File: src/rtl/axi_strided_burst_address_generator_if.sv
// AXI4 read/write address-channel bundle used by the strided burst generator.
interface axi_strided_burst_address_generator_if #(
    parameter int ADDR_WIDTH = 32,
    parameter int ID_WIDTH   = 8
);
    logic [ID_WIDTH-1:0]   axid;
    logic [ADDR_WIDTH-1:0] axaddr;
    logic [7:0]            axlen;
    logic [2:0]            axsize;
    logic [1:0]            axburst;
    logic                  axlock;
    logic [3:0]            axcache;
    logic [2:0]            axprot;
    logic                  axvalid;
    logic                  axready;

    modport master (
        output axid, axaddr, axlen, axsize, axburst, axlock, axcache, axprot, axvalid,
        input  axready
    );

    modport slave (
        input  axid, axaddr, axlen, axsize, axburst, axlock, axcache, axprot, axvalid,
        output axready
    );
endinterface

File: src/rtl/axi_strided_burst_address_generator.sv
// Walks a 2D region (lineCount lines, lineStrideInBytes apart) and issues AXI
// address bursts, trimming each line's last burst and splitting at boundaries.
module axi_strided_burst_address_generator #(
    parameter int ADDR_WIDTH     = 32,
    parameter int ID_WIDTH       = 8,
    parameter int MAX_AxLEN      = 15,
    parameter int AxSIZE         = 3,
    parameter int AxBURST        = 1,
    parameter int BOUNDARY_BYTES = 4096,
    parameter int LINE_CNT_WIDTH = 16
) (
    input  logic                      aclk,
    input  logic                      resetn,
    input  logic                      start,
    output logic                      done,
    input  logic [ADDR_WIDTH-1:0]     startAddr,
    input  logic [ADDR_WIDTH-1:0]     lineSizeInBytes,
    input  logic [ADDR_WIDTH-1:0]     lineStrideInBytes,
    input  logic [LINE_CNT_WIDTH-1:0] lineCount,
    axi_strided_burst_address_generator_if.master ax
);
    localparam int BPB = 1 << AxSIZE;
    localparam int CW  = ADDR_WIDTH - AxSIZE + 1;
    localparam int BW  = $clog2(BOUNDARY_BYTES);
    localparam logic [CW-1:0]         MAXB     = CW'(MAX_AxLEN + 1);
    localparam logic [ADDR_WIDTH-1:0] BEAT_MSK = ~ADDR_WIDTH'(BPB - 1);

    typedef enum logic {IDLE, ISSUE} state_t;

    state_t                    state;
    logic [ADDR_WIDTH-1:0]     line_base, stride;
    logic [CW-1:0]             line_beats, rem_beats;
    logic [LINE_CNT_WIDTH-1:0] rem_lines;

    logic [ADDR_WIDTH-1:0] start_addr_al, step_addr, next_base;
    logic [CW-1:0]         start_beats, cur_beats, rem_step;
    logic                  more_beats;

    // Burst length limited by max burst, beats left in the line, and the
    // distance to the next boundary; rem is always >= 1 when called.
    function automatic logic [7:0] calc_len(input logic [ADDR_WIDTH-1:0] a,
                                            input logic [CW-1:0] rem);
        logic [BW:0]   bnd_bytes;
        logic [CW-1:0] bnd_beats, b;
        bnd_bytes = (BW+1)'(BOUNDARY_BYTES) - {1'b0, a[BW-1:0]};
        bnd_beats = CW'(bnd_bytes >> AxSIZE);
        b = MAXB;
        if (rem < b)       b = rem;
        if (bnd_beats < b) b = bnd_beats;
        return 8'(b - CW'(1));
    endfunction

    // Next-burst candidates derived from the currently presented burst.
    always_comb begin
        start_addr_al = startAddr & BEAT_MSK;
        start_beats   = CW'(({1'b0, lineSizeInBytes} + (ADDR_WIDTH+1)'(BPB - 1)) >> AxSIZE);
        cur_beats     = CW'(ax.axlen) + CW'(1);
        step_addr     = ax.axaddr + (ADDR_WIDTH'(cur_beats) << AxSIZE);
        rem_step      = rem_beats - cur_beats;
        next_base     = line_base + stride;
        more_beats    = rem_beats > cur_beats;
    end

    assign ax.axid    = '0;
    assign ax.axsize  = 3'(AxSIZE);
    assign ax.axburst = 2'(AxBURST);
    assign ax.axlock  = 1'b0;
    assign ax.axcache = 4'd0;
    assign ax.axprot  = 3'd0;

    // Control FSM; axaddr/axlen are registered so axready never reaches outputs combinationally.
    always_ff @(posedge aclk) begin
        if (!resetn) begin
            state      <= IDLE;
            done       <= 1'b1;
            ax.axvalid <= 1'b0;
            ax.axaddr  <= '0;
            ax.axlen   <= '0;
            line_base  <= '0;
            stride     <= '0;
            line_beats <= '0;
            rem_beats  <= '0;
            rem_lines  <= '0;
        end else begin
            case (state)
                IDLE: begin
                    if (start && lineSizeInBytes != '0 && lineCount != '0) begin
                        state      <= ISSUE;
                        done       <= 1'b0;
                        ax.axvalid <= 1'b1;
                        ax.axaddr  <= start_addr_al;
                        ax.axlen   <= calc_len(start_addr_al, start_beats);
                        line_base  <= start_addr_al;
                        stride     <= lineStrideInBytes & BEAT_MSK;
                        line_beats <= start_beats;
                        rem_beats  <= start_beats;
                        rem_lines  <= lineCount;
                    end
                end
                ISSUE: begin
                    if (ax.axvalid && ax.axready) begin
                        if (more_beats) begin
                            ax.axaddr <= step_addr;
                            ax.axlen  <= calc_len(step_addr, rem_step);
                            rem_beats <= rem_step;
                        end else if (rem_lines > LINE_CNT_WIDTH'(1)) begin
                            ax.axaddr <= next_base;
                            ax.axlen  <= calc_len(next_base, line_beats);
                            line_base <= next_base;
                            rem_beats <= line_beats;
                            rem_lines <= rem_lines - LINE_CNT_WIDTH'(1);
                        end else begin
                            state      <= IDLE;
                            done       <= 1'b1;
                            ax.axvalid <= 1'b0;
                        end
                    end
                end
                default: state <= IDLE;
            endcase
        end
    end
endmodule

File: src/flat_wrapper.sv
// flat-port wrapper written by rule: the top's interface ports become plain ports
module axi_strided_burst_address_generator_flat 
#(
    parameter int ADDR_WIDTH     = 32,
    parameter int ID_WIDTH       = 8,
    parameter int MAX_AxLEN      = 15,
    parameter int AxSIZE         = 3,
    parameter int AxBURST        = 1,
    parameter int BOUNDARY_BYTES = 4096,
    parameter int LINE_CNT_WIDTH = 16
)
  (aclk, resetn, start, done, startAddr, lineSizeInBytes, lineStrideInBytes, lineCount, ax_axid, ax_axaddr, ax_axlen, ax_axsize, ax_axburst, ax_axlock, ax_axcache, ax_axprot, ax_axvalid, ax_axready);
  axi_strided_burst_address_generator_if #(.ADDR_WIDTH(ADDR_WIDTH), .ID_WIDTH(ID_WIDTH)) ax_i ();
  input  logic aclk;
  input  logic resetn;
  input  logic start;
  output logic done;
  input  logic [ADDR_WIDTH-1:0] startAddr;
  input  logic [ADDR_WIDTH-1:0] lineSizeInBytes;
  input  logic [ADDR_WIDTH-1:0] lineStrideInBytes;
  input  logic [LINE_CNT_WIDTH-1:0] lineCount;
  output wire logic [$bits(ax_i.axid)-1:0] ax_axid;
  output wire logic [$bits(ax_i.axaddr)-1:0] ax_axaddr;
  output wire logic [$bits(ax_i.axlen)-1:0] ax_axlen;
  output wire logic [$bits(ax_i.axsize)-1:0] ax_axsize;
  output wire logic [$bits(ax_i.axburst)-1:0] ax_axburst;
  output wire logic [$bits(ax_i.axlock)-1:0] ax_axlock;
  output wire logic [$bits(ax_i.axcache)-1:0] ax_axcache;
  output wire logic [$bits(ax_i.axprot)-1:0] ax_axprot;
  output wire logic [$bits(ax_i.axvalid)-1:0] ax_axvalid;
  input wire logic [$bits(ax_i.axready)-1:0] ax_axready;
  assign ax_axid = ax_i.axid;
  assign ax_axaddr = ax_i.axaddr;
  assign ax_axlen = ax_i.axlen;
  assign ax_axsize = ax_i.axsize;
  assign ax_axburst = ax_i.axburst;
  assign ax_axlock = ax_i.axlock;
  assign ax_axcache = ax_i.axcache;
  assign ax_axprot = ax_i.axprot;
  assign ax_axvalid = ax_i.axvalid;
  assign ax_i.axready = ax_axready;
  axi_strided_burst_address_generator #(.ADDR_WIDTH(ADDR_WIDTH), .ID_WIDTH(ID_WIDTH), .MAX_AxLEN(MAX_AxLEN), .AxSIZE(AxSIZE), .AxBURST(AxBURST), .BOUNDARY_BYTES(BOUNDARY_BYTES), .LINE_CNT_WIDTH(LINE_CNT_WIDTH)) u_core (.aclk(aclk), .resetn(resetn), .start(start), .done(done), .startAddr(startAddr), .lineSizeInBytes(lineSizeInBytes), .lineStrideInBytes(lineStrideInBytes), .lineCount(lineCount), .ax(ax_i));
endmodule
File: config.mk
export PLATFORM = sky130hd
export DESIGN_NAME = axi_strided_burst_address_generator_flat
export DESIGN_NICKNAME = d
export VERILOG_FILES = /design/src/rtl/axi_strided_burst_address_generator_if.sv /design/src/rtl/axi_strided_burst_address_generator.sv /design/src/flat_wrapper.sv
export SDC_FILE = /design/constraint.sdc
export NUM_CORES = 1
export LEC_CHECK = 0
export CAP_MARGIN = 10
export CORE_MARGIN = 8
export CORE_UTILIZATION = 57
export DETAILED_ROUTE_END_ITERATION = 10
export PLACE_DENSITY = 0.86
export REMOVE_ABC_BUFFERS = 1
export SYNTH_ARGS = -nofsm -noshare
export SYNTH_HDL_FRONTEND = slang
export SYNTH_SLANG_ARGS = --single-unit
export TNS_END_PERCENT = 5
File: constraint.sdc
create_clock -name aclk -period 7.8 [get_ports aclk]
set_input_delay 0.78 -clock aclk [delete_from_list [all_inputs] [get_ports aclk]]
set_output_delay 0.78 -clock aclk [all_outputs]
set_load 0.05 [all_outputs]
==> summary.md <==
| Metric | Value |
|---|---|
| Status | `finished, final reports clean` |
| Synthesis-to-finish area growth | `16.1%` |
| FFs w/ async S/R, synth | `0` |
| Final setup fails | `0` |
| IO Port Bufs | `151` |
| Inst Count DP | `2,307` |
| Flops & latches, synth | `roughly 180` |
| Footprint of the multi-input gates | `~0.0099 sq mm` |
| P_int | `roughly 1.9 mW` |
| Chip Width | `around 170 um` |
| Initial cell density of the core | `0.578` |
| Crit Path Category | `register to register` |
| Iteration-0 DRC Markers | `1,755` |
| Critical path required time | `between 8 and 9 ns` |
| First-pass GRT wire length | `approximately 71,000 um` |
| Top cells by area, synth | `dfxtp_1, ha_1, nand2_1` |
| NetSw | `1.30 mW` |
| Clk root buf | `clkbuf_16` |
| Syn Inst Count | `1,905` |
| Total vias in the final route | `~15k` |
| Worst R2R Path Depth | `27` |
| Die height | `about 170 um` |
| Final worst slack | `between 0.8 and 0.9 ns` |
| Worst-margin pin slew | `roughly 1.1 ns` |
| R2R Path End | `u_core.ax.axlen[6]` |
| Critical Path Source Type | `register` |
| Fillcell total | `2,113` |
| Synth Flop Type | `dfxtp_1` |
| Synth area leader | `dfxtp_1` |
| Largest net degree at the start of global routing | `between 90 and 100` |
| Hold-critical path depth | `2` |
| Crit-path max FO | `7` |
| Setup_tns | `0 ns` |
| GRT overflow | `0` |
| Max Slew Vio Count | `0` |
| RePlAce Congestion | `0.968` |
| Sw Ratio | `0.404` |
| Non-Filler Instances | `approximately 2.3k` |
| Synth top area share | `0.250` |
| Initial antenna violation count | `0` |
| HPWL after DPL | `around 32,000 um` |
| IO Count | `between 150 and 200` |
| Reg power frac | `0.324` |
| # rows | `57` |
| Final WL | `around 44,000 um` |
| Worst hold path type | `register to register` |
| Worst Min Path Start | `u_core.stride[18]` |
| Warnings, synthesis | `0` |
| Post-layout min period | `just under 7 ns` |
| Clock slew at reported path FFs | `0.08 ns` |
| Fin crit share | `0.888` |
| Pwr dens | `just under 200 mW/mm^2` |
| Diodes inserted | `0` |
| DRC Markers | `0` |
| Reg-to-reg setup timing slack | `between 0.8 and 0.9 ns` |
| Area of the core | `around 0.024 sq mm` |
| Max VDD drop | `between 100 and 150 uV` |
| Power share of the combinational group | `0.393` |
| Total Nets Final | `approximately 2.2k` |
| Clk sinks | `around 180` |
| Hold path endpoint | `u_core.stride[18]` |
| Clock skew | `approximately 0.018 ns` |
| Post-synth EDFFs | `0` |
| Clock Latency Late Sink | `around 0.45 ns` |
| RR Startpoint | `u_core.ax.axlen[0]` |
| CTS Buf Count | `17` |
| Fmax | `~140 MHz` |
| Clock Power Share | `0.283` |
| Max-Cap Viols | `0` |
| Post-synthesis cell type count | `92` |
| CTS tree | `built` |
| WL/cell | `18.9 um` |
| Dpl ws | `between 0.9 and 1 ns` |
| 1st-pass router iterations | `6` |
| Syn Area/Cell | `7.36 sq um` |
| Layout cells sized above 1 | `0.0556` |
| Register area share after synthesis | `0.250` |
| Clk buf depth | `2` |
| ANT nets after route | `0` |
| Max_slew headroom | `0.233` |
| Total track usage | `0.283` |
| Post-CTS Hold Buffers | `0` |
| Leak | `6.31 nW` |
| Vias in the first global route | `approximately 14k` |
| Total die area | `between 0.02 and 0.03 sq mm` |
| Critical path endpoint category | `register` |
| RSZ-0062 raised after global routing | `no` |
| Setup repair bufs after CTS | `0` |
| Final Hold Fails | `0` |
| Mapped Area | `roughly 0.014 sq mm` |
| Critical path arrival | `around 7.3 ns` |
| Clock H-tree levels | `4` |
| FF/Latch Area | `approximately 0.0035 sq mm` |
| Vias/cell | `approximately 6.3` |
| Post-cts sizing count | `0` |
## cell type report
cell class | instances | area share
timing repair buffer | 167 | 0.100
clock buffer | 18 | 0.0270
multi-input combinational | 1585 | 0.608
clock inverter | 14 | 0.0110
tap | 324 | 0.0249
inverter | 56 | 0.0131
sequential | 175 | 0.215
## sequential cells by signal (all words and copies together) (netlist names)
name	flops
u_core.line_base	29
u_core.line_beats	30
u_core.done	1
u_core.ax.axlen	8
u_core.rem_beats	30
u_core.ax.axaddr	30
u_core.ax.axvalid	1
u_core.state	1
u_core.rem_lines	16
u_core.stride	29
## through the flow
step                instance area (sq um)  power (mW)  hold WS (ns)  utilization
finish                              16300        3.22         0.469        0.671
global route                        16300        3.38         0.493        0.671
global placement                    15700        2.25         0.451        0.646
floorplan                           13600        1.93         0.436            -
detailed placement                  15700        2.28         0.453        0.646
CTS                                 16300        3.19         0.467        0.671
## worst max-delay path, cell delays in order (launching register included)
cell      delay (ns)
dfxtp_1         0.43
ha_1            0.22
nand3_1         0.13
nor2_1          0.22
xor2_1          0.33
inv_1           0.08
ha_1            0.37
nand3_1         0.10
o22ai_1         0.17
nor3_1          0.67
a31oi_1         0.23
nor4_2          0.46
nand4_4         0.25
nor2_4          0.24
nand2_1         0.08
ha_1            0.29
and4_1          0.20
a21oi_1         0.16
o22ai_1         0.11
nor3_1          0.47
or2_2           0.22
or2_2           0.14
nor4_1          0.06
a211oi_2        0.32
ha_1            0.24
inv_1           0.08
or4_1           0.51
nand3_1         0.09
## cell usage after synthesis, types with 35 or more instances
cell type	n
a211oi_1	56
a21oi_1	143
clkbuf_1	87
dfxtp_1	175
ha_1	82
inv_1	56
nand2_1	232
nand3_1	53
nor2_1	225
nor3_1	91
nor4_1	36
o211ai_1	35
o21ai_0	88
xnor2_1	69
xor2_1	48
## how the worst max path moves through the flow
| stage | from | endpoint | slack, ns | cells past startpoint |
|---|---|---|---|---|
| floorplan | u_core.state | u_core.ax.axlen[7] | -0.80 | 5 |
| global placement | u_core.ax.axlen[0] | u_core.ax.axlen[6] | 1.07 | 27 |
| detailed placement | u_core.ax.axlen[0] | u_core.ax.axlen[6] | 0.98 | 27 |
| CTS | u_core.ax.axlen[0] | u_core.ax.axlen[6] | 0.96 | 27 |
| global route | u_core.ax.axlen[0] | u_core.ax.axlen[6] | 0.30 | 27 |
| finish | u_core.ax.axlen[0] | u_core.ax.axlen[6] | 0.87 | 27 |
## metal layers
| metal | track usage | wire, um | vias up |
|---|---|---|---|
| met4 | 0.111 | 1330 | 0 |
| met2 | 0.488 | 21100 | 693 |
| li1 | - | - | 7065 |
| met1 | 0.349 | 18400 | 6944 |
| met5 | 0 | 0 | - |
| met3 | 0.0447 | 3460 | 95 |
## cells by family after synthesis
group / synth area share
simple gates: 0.290
compound gates: 0.242
buf+inv: 0.0556
flops: 0.250
xor+xnor: 0.0731
fa+ha+maj: 0.0775
mux: 0.0112
other cells: 0.000536
## power groups by stage
stage               clock network, mW  logic (mW)  registers [mW]
floorplan                           0       0.818            1.11
global placement                    0        1.20            1.06
detailed placement                  0        1.22            1.06
CTS                             0.910        1.24            1.04
global route                    0.950        1.38            1.05
finish                          0.910        1.27            1.04
## cells in the final DEF, fill, tap and decap left out, types with 35 or more instances in the layout
cell type          n
nand2_1          232
nor2_1           224
dfxtp_1          174
clkdlybuf4s50_1  151
a21oi_1          143
nor3_1            91
o21ai_0           88
ha_1              82
xnor2_1           69
a211oi_1          56
inv_1             55
nand3_1           53
xor2_1            48
nor4_1            36
conb_1            36
o211ai_1          35
Power figures use the tool's default switching activity.
